<file path="src/rtl/city_loader.sv">
// city_loader: builds a set of N_CITIES unique (x,y) coordinates for the TSP core
// from a user-seeded 16-bit Galois LFSR. It draws candidates in pairs and scans the
// cities already accepted to reject duplicates. valid is raised once the set is complete.
module city_loader #(
  parameter int          N_CITIES     = 64,
  parameter int          COORD_W      = 8,
  parameter logic [15:0] LFSR_TAPS    = 16'hB400,
  parameter logic [15:0] DEFAULT_SEED = 16'hACE1,
  localparam int         IDX_W        = $clog2(N_CITIES),
  localparam int         CNT_W        = $clog2(N_CITIES + 1)
) (
  input  logic                               clk,
  input  logic                               rst,
  input  logic                               load,
  input  logic [15:0]                        seed,
  output logic [N_CITIES-1:0][COORD_W-1:0]   xs,
  output logic [N_CITIES-1:0][COORD_W-1:0]   ys,
  output logic                               valid,
  output logic                               busy,
  output logic [CNT_W-1:0]                   count
);

  typedef enum logic [2:0] {
    IDLE,
    SEED,
    GEN_X,
    GEN_Y,
    CHECK,
    WRITE,
    DONE
  } state_t;

  state_t               state_q;
  state_t               state_d;
  logic [15:0]          lfsr;
  logic [15:0]          lfsr_next;
  logic [15:0]          seed_q;
  logic [COORD_W-1:0]   cand_x;
  logic [COORD_W-1:0]   cand_y;
  logic [IDX_W-1:0]     j;
  logic                 load_ok;
  logic                 scan_end;
  logic                 hit;
  logic                 last;

  // One right-shifting Galois step; the feedback mask is applied when a 1 falls out.
  assign lfsr_next = {1'b0, lfsr[15:1]} ^ (lfsr[0] ? LFSR_TAPS : 16'h0000);

  // The scan ends when j reaches the number of stored cities; an empty set ends at once.
  assign scan_end = (CNT_W'(j) == count);
  assign hit      = (xs[j] == cand_x) && (ys[j] == cand_y);
  assign last     = (count == CNT_W'(N_CITIES - 1));
  assign load_ok  = load && ((state_q == IDLE) || (state_q == DONE));
  assign busy     = (state_q != IDLE) && (state_q != DONE);

  // State register; reset drops straight back to IDLE even mid-generation.
  always_ff @(posedge clk or negedge rst) begin
    if (!rst) state_q <= IDLE;
    else      state_q <= state_d;
  end

  // Next-state logic; load is honoured only while idle or done, never queued.
  always_comb begin
    state_d = state_q;
    unique case (state_q)
      IDLE:    if (load) state_d = SEED;
      SEED:    state_d = GEN_X;
      GEN_X:   state_d = GEN_Y;
      GEN_Y:   state_d = CHECK;
      CHECK: begin
        if (scan_end) state_d = WRITE;
        else if (hit) state_d = GEN_X;
      end
      WRITE:   state_d = last ? DONE : GEN_X;
      DONE:    if (load) state_d = SEED;
      default: state_d = IDLE;
    endcase
  end

  // Datapath: seed capture, LFSR stepping, duplicate scan, and the city arrays.
  always_ff @(posedge clk or negedge rst) begin
    if (!rst) begin
      lfsr   <= DEFAULT_SEED;
      seed_q <= '0;
      cand_x <= '0;
      cand_y <= '0;
      j      <= '0;
      count  <= '0;
      valid  <= 1'b0;
      xs     <= '0;
      ys     <= '0;
    end else begin
      if (load_ok) seed_q <= seed;
      unique case (state_q)
        SEED: begin
          lfsr  <= (seed_q == 16'h0000) ? DEFAULT_SEED : seed_q;
          count <= '0;
          valid <= 1'b0;
        end
        GEN_X: begin
          lfsr   <= lfsr_next;
          cand_x <= lfsr_next[COORD_W-1:0];
        end
        GEN_Y: begin
          lfsr   <= lfsr_next;
          cand_y <= lfsr_next[COORD_W-1:0];
          j      <= '0;
        end
        CHECK: begin
          if (!scan_end && !hit) j <= j + IDX_W'(1);
        end
        WRITE: begin
          xs[count[IDX_W-1:0]] <= cand_x;
          ys[count[IDX_W-1:0]] <= cand_y;
          count                <= count + CNT_W'(1);
        end
        DONE:    valid <= 1'b1;
        default: ;
      endcase
    end
  end

endmodule

</file>
<file path="config.mk">
export PLATFORM = sky130hd
export DESIGN_NAME = city_loader
export DESIGN_NICKNAME = d
export VERILOG_FILES = /design/src/rtl/city_loader.sv
export SDC_FILE = /design/constraint.sdc
export NUM_CORES = 2
export LEC_CHECK = 0
export BUFFER_PORTS_ARGS = -buffer_cell sky130_fd_sc_hd__buf_2
export CAP_MARGIN = 25
export CORE_MARGIN = 2
export CORE_UTILIZATION = 25
export CTS_CLUSTER_SIZE = 25
export DETAILED_ROUTE_END_ITERATION = 12
export GPL_ROUTABILITY_DRIVEN = 0
export SYNTH_ARGS = -nofsm -noshare
export SYNTH_HDL_FRONTEND = slang
export SYNTH_SLANG_ARGS = --single-unit
</file>
<file path="constraint.sdc">
create_clock -name clk -period 5.51 [get_ports clk]
set_input_delay 0.551 -clock clk [delete_from_list [all_inputs] [get_ports clk]]
set_output_delay 0.551 -clock clk [all_outputs]
set_load 0.005 [all_outputs]
</file>
## Word-level counts from Yosys, hierarchy flattened

Index checks and enable logic that the tools add are counted.

| operators by class | value |
|---|---|
| add/sub/neg operators | 2 |
| order comparisons | 3 |
| equal/unequal tests | 14 |
| multiplexer cells | 20 |
| bitwise gates (word level) | 1 |
| reduce and logical (&&, ||, !) cells | 19 |

Operators with widths:

| operator | count |
|---|---|
| $bwmux 512 | 2 |
| $bmux 8 s6 | 2 |
| $demux 8 s6 | 1 |
| $mux 16 | 2 |
| $pmux 16 s2 | 1 |
| $mux 8 | 3 |
| $pmux 3 s6 | 1 |
| $eq 8x8->1 | 2 |
| $logic_not 16->1 | 1 |
| $xor 15x16->16 | 1 |
| $lt 6x7->1 const B | 2 |
| $pmux 7 s2 | 1 |
| $mux 3 | 4 |
| $pmux 6 s2 | 1 |
| $eq 3x3->1 const B | 3 |
| $reduce_bool 2->1 | 4 |
| $add 7x1->7 const B | 1 |
| $eq 6x7->1 | 1 |
| $eq 7x6->1 const B | 1 |
| $add 6x1->6 const B | 1 |
| $eq 3x2->1 const B | 2 |
| $ge 6x1->1 const B | 1 |
| $mux 6 | 1 |
| $ne 3x3->1 const B | 2 |
| other kinds (11) | 18 |

| storage, ports and cells | value |
|---|---|
| register bits | 1,089 |
| output and inout port bits | 1,033 |
| word-level logic and storage cells | 195 |

## Longest topological paths before layout

| logic depth | value |
|---|---|
| depth in word-level cells | 8 |
| mapped depth | 16 |

## Worst setup path after synthesis

OpenSTA, ideal clock, no wires.

| path | value |
|---|---|
| path kind | flip-flop to flip-flop |
| start point | register j[0] |
| end point | register state_q[1] |
| data arrival time | 3.177 ns |
| setup slack | 2.256 ns |
| stages on the path, launching flop included | 14 |
| buffers on the path | 3 |
| path through | dfrtp_1 > buf_6 > buf_6 > buf_2 > mux4_2 > o22ai_1 > a21oi_1 > a211oi_1 > a21oi_1 > xor2_1 > nor4_1 > nand4_4 > or3_1 > a21oi_1 |

| between the ends | value |
|---|---|
| word-level cells in the longest chain between the ends | 6 |
| elaborated cells between the ends (all ways) | 12 |
| classes of those cells | 4 x eq/ne; 6 x mux; 2 x reduce/logical |

RTL lines:

| what | line | source |
|---|---|---|
| start, declared | 40 | `logic [IDX_W-1:0] j;` |
| start signal, assigned | 110 | `if (!scan_end && !hit) j <= j + IDX_W'(1);` |
| $bmux 8 s6 | 51 | `assign hit = (xs[j] == cand_x) && (ys[j] == cand_y);` |
| $mux 8 (not written as such) | 51 |  |
| $eq 8x8->1 | 51 |  |
| $logic_and 1x1->1 | 51 |  |
| $ne 3x3->1 (no source line) | -- |  |
| $reduce_and 2->1 (no source line) | -- |  |
| end signal, assigned | 59 | `else state_q <= state_d;` |
| end, declared | 33 | `state_t state_q;` |

Several ways; a longest one is shown, not always the timed one. The select of a mux whose other input is x is not followed.
A chain may end at the register's enable or synchronous reset.

## Worst setup path after layout

| path | value |
|---|---|
| start point | register j[0] |
| end point | register j[3] |

| between the ends | value |
|---|---|
| word-level cells in the longest chain between the ends | 8 |
| elaborated cells between the ends (all ways) | 16 |
| classes of those cells | 1 x add/sub; 4 x eq/ne; 6 x mux; 5 x reduce/logical |

RTL lines:

| what | line |
|---|---|
| $bmux 8 s6 | 51 |
| $mux 8 (not written as such) | 51 |
| $eq 8x8->1 | 51 |
| $logic_and 1x1->1 | 51 |
| $logic_not 1->1 | 110 |
| $logic_and 1x1->1 | 110 |
| $ne 2x2->1 (no source line) | -- |
| $reduce_and 2->1 (no source line) | -- |

Several ways; a longest one is shown, not always the timed one. The select of a mux whose other input is x is not followed.

==> out/qor.csv <==
stage;metric;value;unit
yosys;yosys_most_used_dff;sky130_fd_sc_hd__dfrtp_1;
critical_path;biggest_cell_delay_along_the_critical_path;0.80;ns
critical_path;reg2reg_depth;13;
worst_hold_path;min_delay_path_depth;2;
layout;layout_cell_share_with_drive_strength_beyond_1;0.604;
critical_path;critical_path.endpoint_type;flip-flop;
floorplan;rows;165;
yosys;yosysUniqueCellTypes;78;
grt;first_global_vias;37500;
detailed_routing;number_of_search_and_repair_iterations_in_the_first_detailed_routing_pass;5;
clock_tree;worst_skew_pair.late_latency;0.82;ns
grt;global_router_s_overall_resource_usage;0.252;
yosys;synth_warnings;0;
critical_path;worstSetupStartpointType;flip-flop;
floorplan;ioPinCount;1052;
critical_path;timing.critical_path.mode_cell;sky130_fd_sc_hd__a21oi_1;
yosys;synthesis.area_per_instance;14.6;um^2
clock_tree;clk_path_buf_depth;3;
floorplan;die-height;454;um
sta;timing.final.crit_period;4.77;ns
floorplan;design.die.area;0.206;mm^2
clock_tree;cts_setup_buffers;0;
clock_tree;tritoncts_clock_tree;yes;
status;outcome;finished clean;
sta;fmax;0.210;GHz
sta;timing.final.crit_share;0.865;
grt;globalRouteOverflowTotal;0;
layout;layout.cells.most_common;sky130_fd_sc_hd__mux2_2;
sta;fin_setup_tns;0;ns
sta;fin_skew;0.0286;ns
yosys;synth-edff-count;0;
detailed_routing;routed_wire_length_per_instance;37.0;um
clock_tree;clk_pin_slew;0.06;ns
detailed_routing;vias_per_cell;5.26;
critical_path;critical-path-slowest-cell;sky130_fd_sc_hd__dfrtp_4;
worst_hold_path;worst_hold_path_type;input port to flip-flop;
detailed_routing;vias;38100;
sta;setup_violations;0;
detailed_routing;drcViolationCount;0;
yosys;synth-seq-cells;1089;
critical_path;worstPathRequired;6.19;ns
clock_tree;cts.sink_count;1089;
sta;slew_viol_final;0;
critical_path;worst_ep_arrival_time;5.45;ns
floorplan;floorplan.die.width;454;um
grt;first_pass_grt_wire_length;351;mm
grt;number_of_antenna_violations_at_the_first_check_in_global_routing;6;
clock_tree;htree_levels;4;
critical_path;timing.critical_path.cells;buf_12 > mux4_2 > o22ai_1 > buf_4 > a21oi_1 > a211oi_1 > a21oi_1 > xor2_1 > nor4_1 > buf_2 > nand4_4 > and2_1 > o311ai_1;
floorplan;initial_core_util;0.251;
sta;setup_ws;0.742;ns
grt;pin_count_of_the_biggest_net_entering_global_routing;136;
layout;finalNetCount;4489;
run;maxCapViolations;0;
floorplan;fp.coreArea;0.201;mm^2
yosys;synth_seq_area_share;0.539;
pwr;pwr_density_cell;380;mW/mm^2
sta;timing.slew.headroom;0.234;
clock_tree;cts-buffers-inserted;130;
sta;final_hold_viol_count;0;
pwr;largest_vdd_supply_drop;349;uV
yosys;syn-instance-count;3472;
clock_tree;ctsRootBufferMaster;sky130_fd_sc_hd__clkbuf_16;
yosys;asyncSetResetFlopFracSynth;1.00;
layout;areaGrowthSynthToFinish;25.9;%
yosys;synth_area;0.0506;mm^2
layout;layout.cells.most_common_list;sky130_fd_sc_hd__mux2_2 (1075), sky130_fd_sc_hd__dfrtp_1 (1059), sky130_fd_sc_hd__buf_2 (1051);
critical_path;path_class;flip-flop to flip-flop;
pwr;leakage;32.4;nW
placed_design;detailedPlace.worstSlack;0.706;ns
yosys;synth_fp_nets;3493;
detailed_routing;detailedRoute.firstIterationViolations;3584;
detailed_routing;routed_wirelength;268;mm
detailed_routing;drtAntennaViolNets;0;
clock_tree;resize_count_post_cts;0;
placed_design;hpwlAfterDp;200;mm
sta;worst_pin_slew;1.15;ns
placed_design;placement.io_buffers;1051;
critical_path;timing.critical_path.fanout_max;21;
sta;rsz0062_at_grt;false;
final timing paths:
check | slack (ns) | endpoint | startpoint
worst max-delay path | 0.74 | j[3] | j[0]
worst min-delay path | 0.05 | seed_q[4] | seed[4]
worst max register to register | 0.74 | j[3] | j[0]
worst min register to register | 0.49 | lfsr[15] | lfsr[15]
max in group asynchronous | 3.72 | ys[327] | rst
min in group asynchronous | 0.35 | xs[351] | rst
power breakdown:
| group | leakage [nW] | total [W] | switching [W] | internal, W |
|---|---|---|---|---|
| sequential | 15.0 | 0.00962 | 0.00115 | 0.00848 |
| clock | 2.04 | 0.00870 | 0.00369 | 0.00501 |
| combinational | 15.3 | 0.00588 | 0.00389 | 0.00199 |
| total | 32.4 | 0.0242 | 0.00872 | 0.0155 |
critical path: cells and delay by family, from the launching register on:
| family | cells | cell delay, ns |
|---|---|---|
| compound gates | 5 | 1.53 |
| xor+xnor | 1 | 0.19 |
| buf+inv | 3 | 0.74 |
| flops | 1 | 0.80 |
| mux | 1 | 0.55 |
| simple gates | 3 | 0.80 |
through the flow:
stage                     cell area [um^2]  hold WS [ns]  power [W]  utilization  instances
final                                63700        0.0528     0.0242        0.316       7240
after global routing                 63700        0.0197     0.0251        0.316       7235
after CTS                            63700      0.000676     0.0244        0.316       7233
after detailed placement             59300         0.478     0.0157        0.294       6993
after global placement               59100         0.467     0.0157        0.293       6983
after floorplan                      50600         0.255     0.0127            -       3472
cells by family (layout without fill, tap and decap cells):
kind of cell	after synthesis	after routing	share of synthesized area
fa+ha+maj	2	2	0.000495
xor+xnor	34	34	0.00589
mux	1392	1392	0.352
compound gates	241	241	0.0342
flops	1089	1089	0.539
simple gates	385	385	0.0377
other cells	0	7	0
buf+inv	329	1418	0.0305
registers in the layout (all words and copies together), names as in the netlist:
signal   count
cand_x       8
ys         512
valid        1
lfsr        16
state_q      3
seed_q      16
j            6
count        7
cand_y       8
xs         512
synth_stat cells, types with 6 or more instances:
master | number | area (um^2)
sky130_fd_sc_hd__buf_4 | 18 | 135
sky130_fd_sc_hd__mux2i_1 | 115 | 1150
sky130_fd_sc_hd__nand4_1 | 12 | 75.1
sky130_fd_sc_hd__a31oi_1 | 11 | 68.8
sky130_fd_sc_hd__a2111oi_0 | 7 | 61.3
sky130_fd_sc_hd__o21ai_1 | 7 | 35.0
sky130_fd_sc_hd__xor2_1 | 21 | 184
sky130_fd_sc_hd__nand3b_1 | 8 | 60.1
sky130_fd_sc_hd__o21ai_0 | 28 | 140
sky130_fd_sc_hd__nor2b_1 | 24 | 150
sky130_fd_sc_hd__nor2_1 | 83 | 312
sky130_fd_sc_hd__buf_1 | 9 | 33.8
sky130_fd_sc_hd__nor3_1 | 15 | 75.1
sky130_fd_sc_hd__nor4_1 | 11 | 68.8
sky130_fd_sc_hd__a21oi_1 | 32 | 160
sky130_fd_sc_hd__nor3b_1 | 6 | 45.0
sky130_fd_sc_hd__clkbuf_1 | 228 | 856
sky130_fd_sc_hd__o22ai_1 | 26 | 163
sky130_fd_sc_hd__dfrtp_1 | 1081 | 27100
sky130_fd_sc_hd__mux2_2 | 1075 | 12100
sky130_fd_sc_hd__and3_1 | 8 | 50.1
sky130_fd_sc_hd__nand3_1 | 47 | 235
sky130_fd_sc_hd__dfstp_2 | 8 | 210
sky130_fd_sc_hd__inv_1 | 7 | 26.3
sky130_fd_sc_hd__a221oi_1 | 8 | 70.1
sky130_fd_sc_hd__mux4_2 | 201 | 4530
sky130_fd_sc_hd__and2_1 | 9 | 56.3
sky130_fd_sc_hd__a211oi_1 | 12 | 90.1
sky130_fd_sc_hd__xnor2_1 | 13 | 114
sky130_fd_sc_hd__a22o_1 | 8 | 70.1
sky130_fd_sc_hd__a32oi_1 | 10 | 87.6
sky130_fd_sc_hd__buf_6 | 24 | 270
sky130_fd_sc_hd__buf_2 | 40 | 200
sky130_fd_sc_hd__nand2b_1 | 11 | 68.8
sky130_fd_sc_hd__a22oi_1 | 43 | 323
sky130_fd_sc_hd__nand2_1 | 118 | 443
sky130_fd_sc_hd__and3b_1 | 8 | 70.1
layout make-up:
class	count	area, um^2
multi-input cells	2054	22100
repair buffers	1184	6640
well taps	2672	3340
inverters	9	36.3
clock buffers	187	3730
diodes	7	17.5
fillers	20300	138000
flip-flops and latches	1089	27300
clock inverters	38	460
per-layer routing:
| layer | track usage | vias up | wire [um] |
|---|---|---|---|
| li1 | - | 15000 | - |
| met1 | 0.302 | 20700 | 103000 |
| met2 | 0.427 | 1959 | 133000 |
| met3 | 0.0557 | 464 | 17900 |
| met4 | 0.121 | 4 | 14500 |
| met5 | 0 | - | 22 |
timing repair:
item,CTS,global route
hold buffers,15,0
setup endpoints to repair,0,0
hold endpoints to repair,65,0
(Power assumes the default switching activity.)
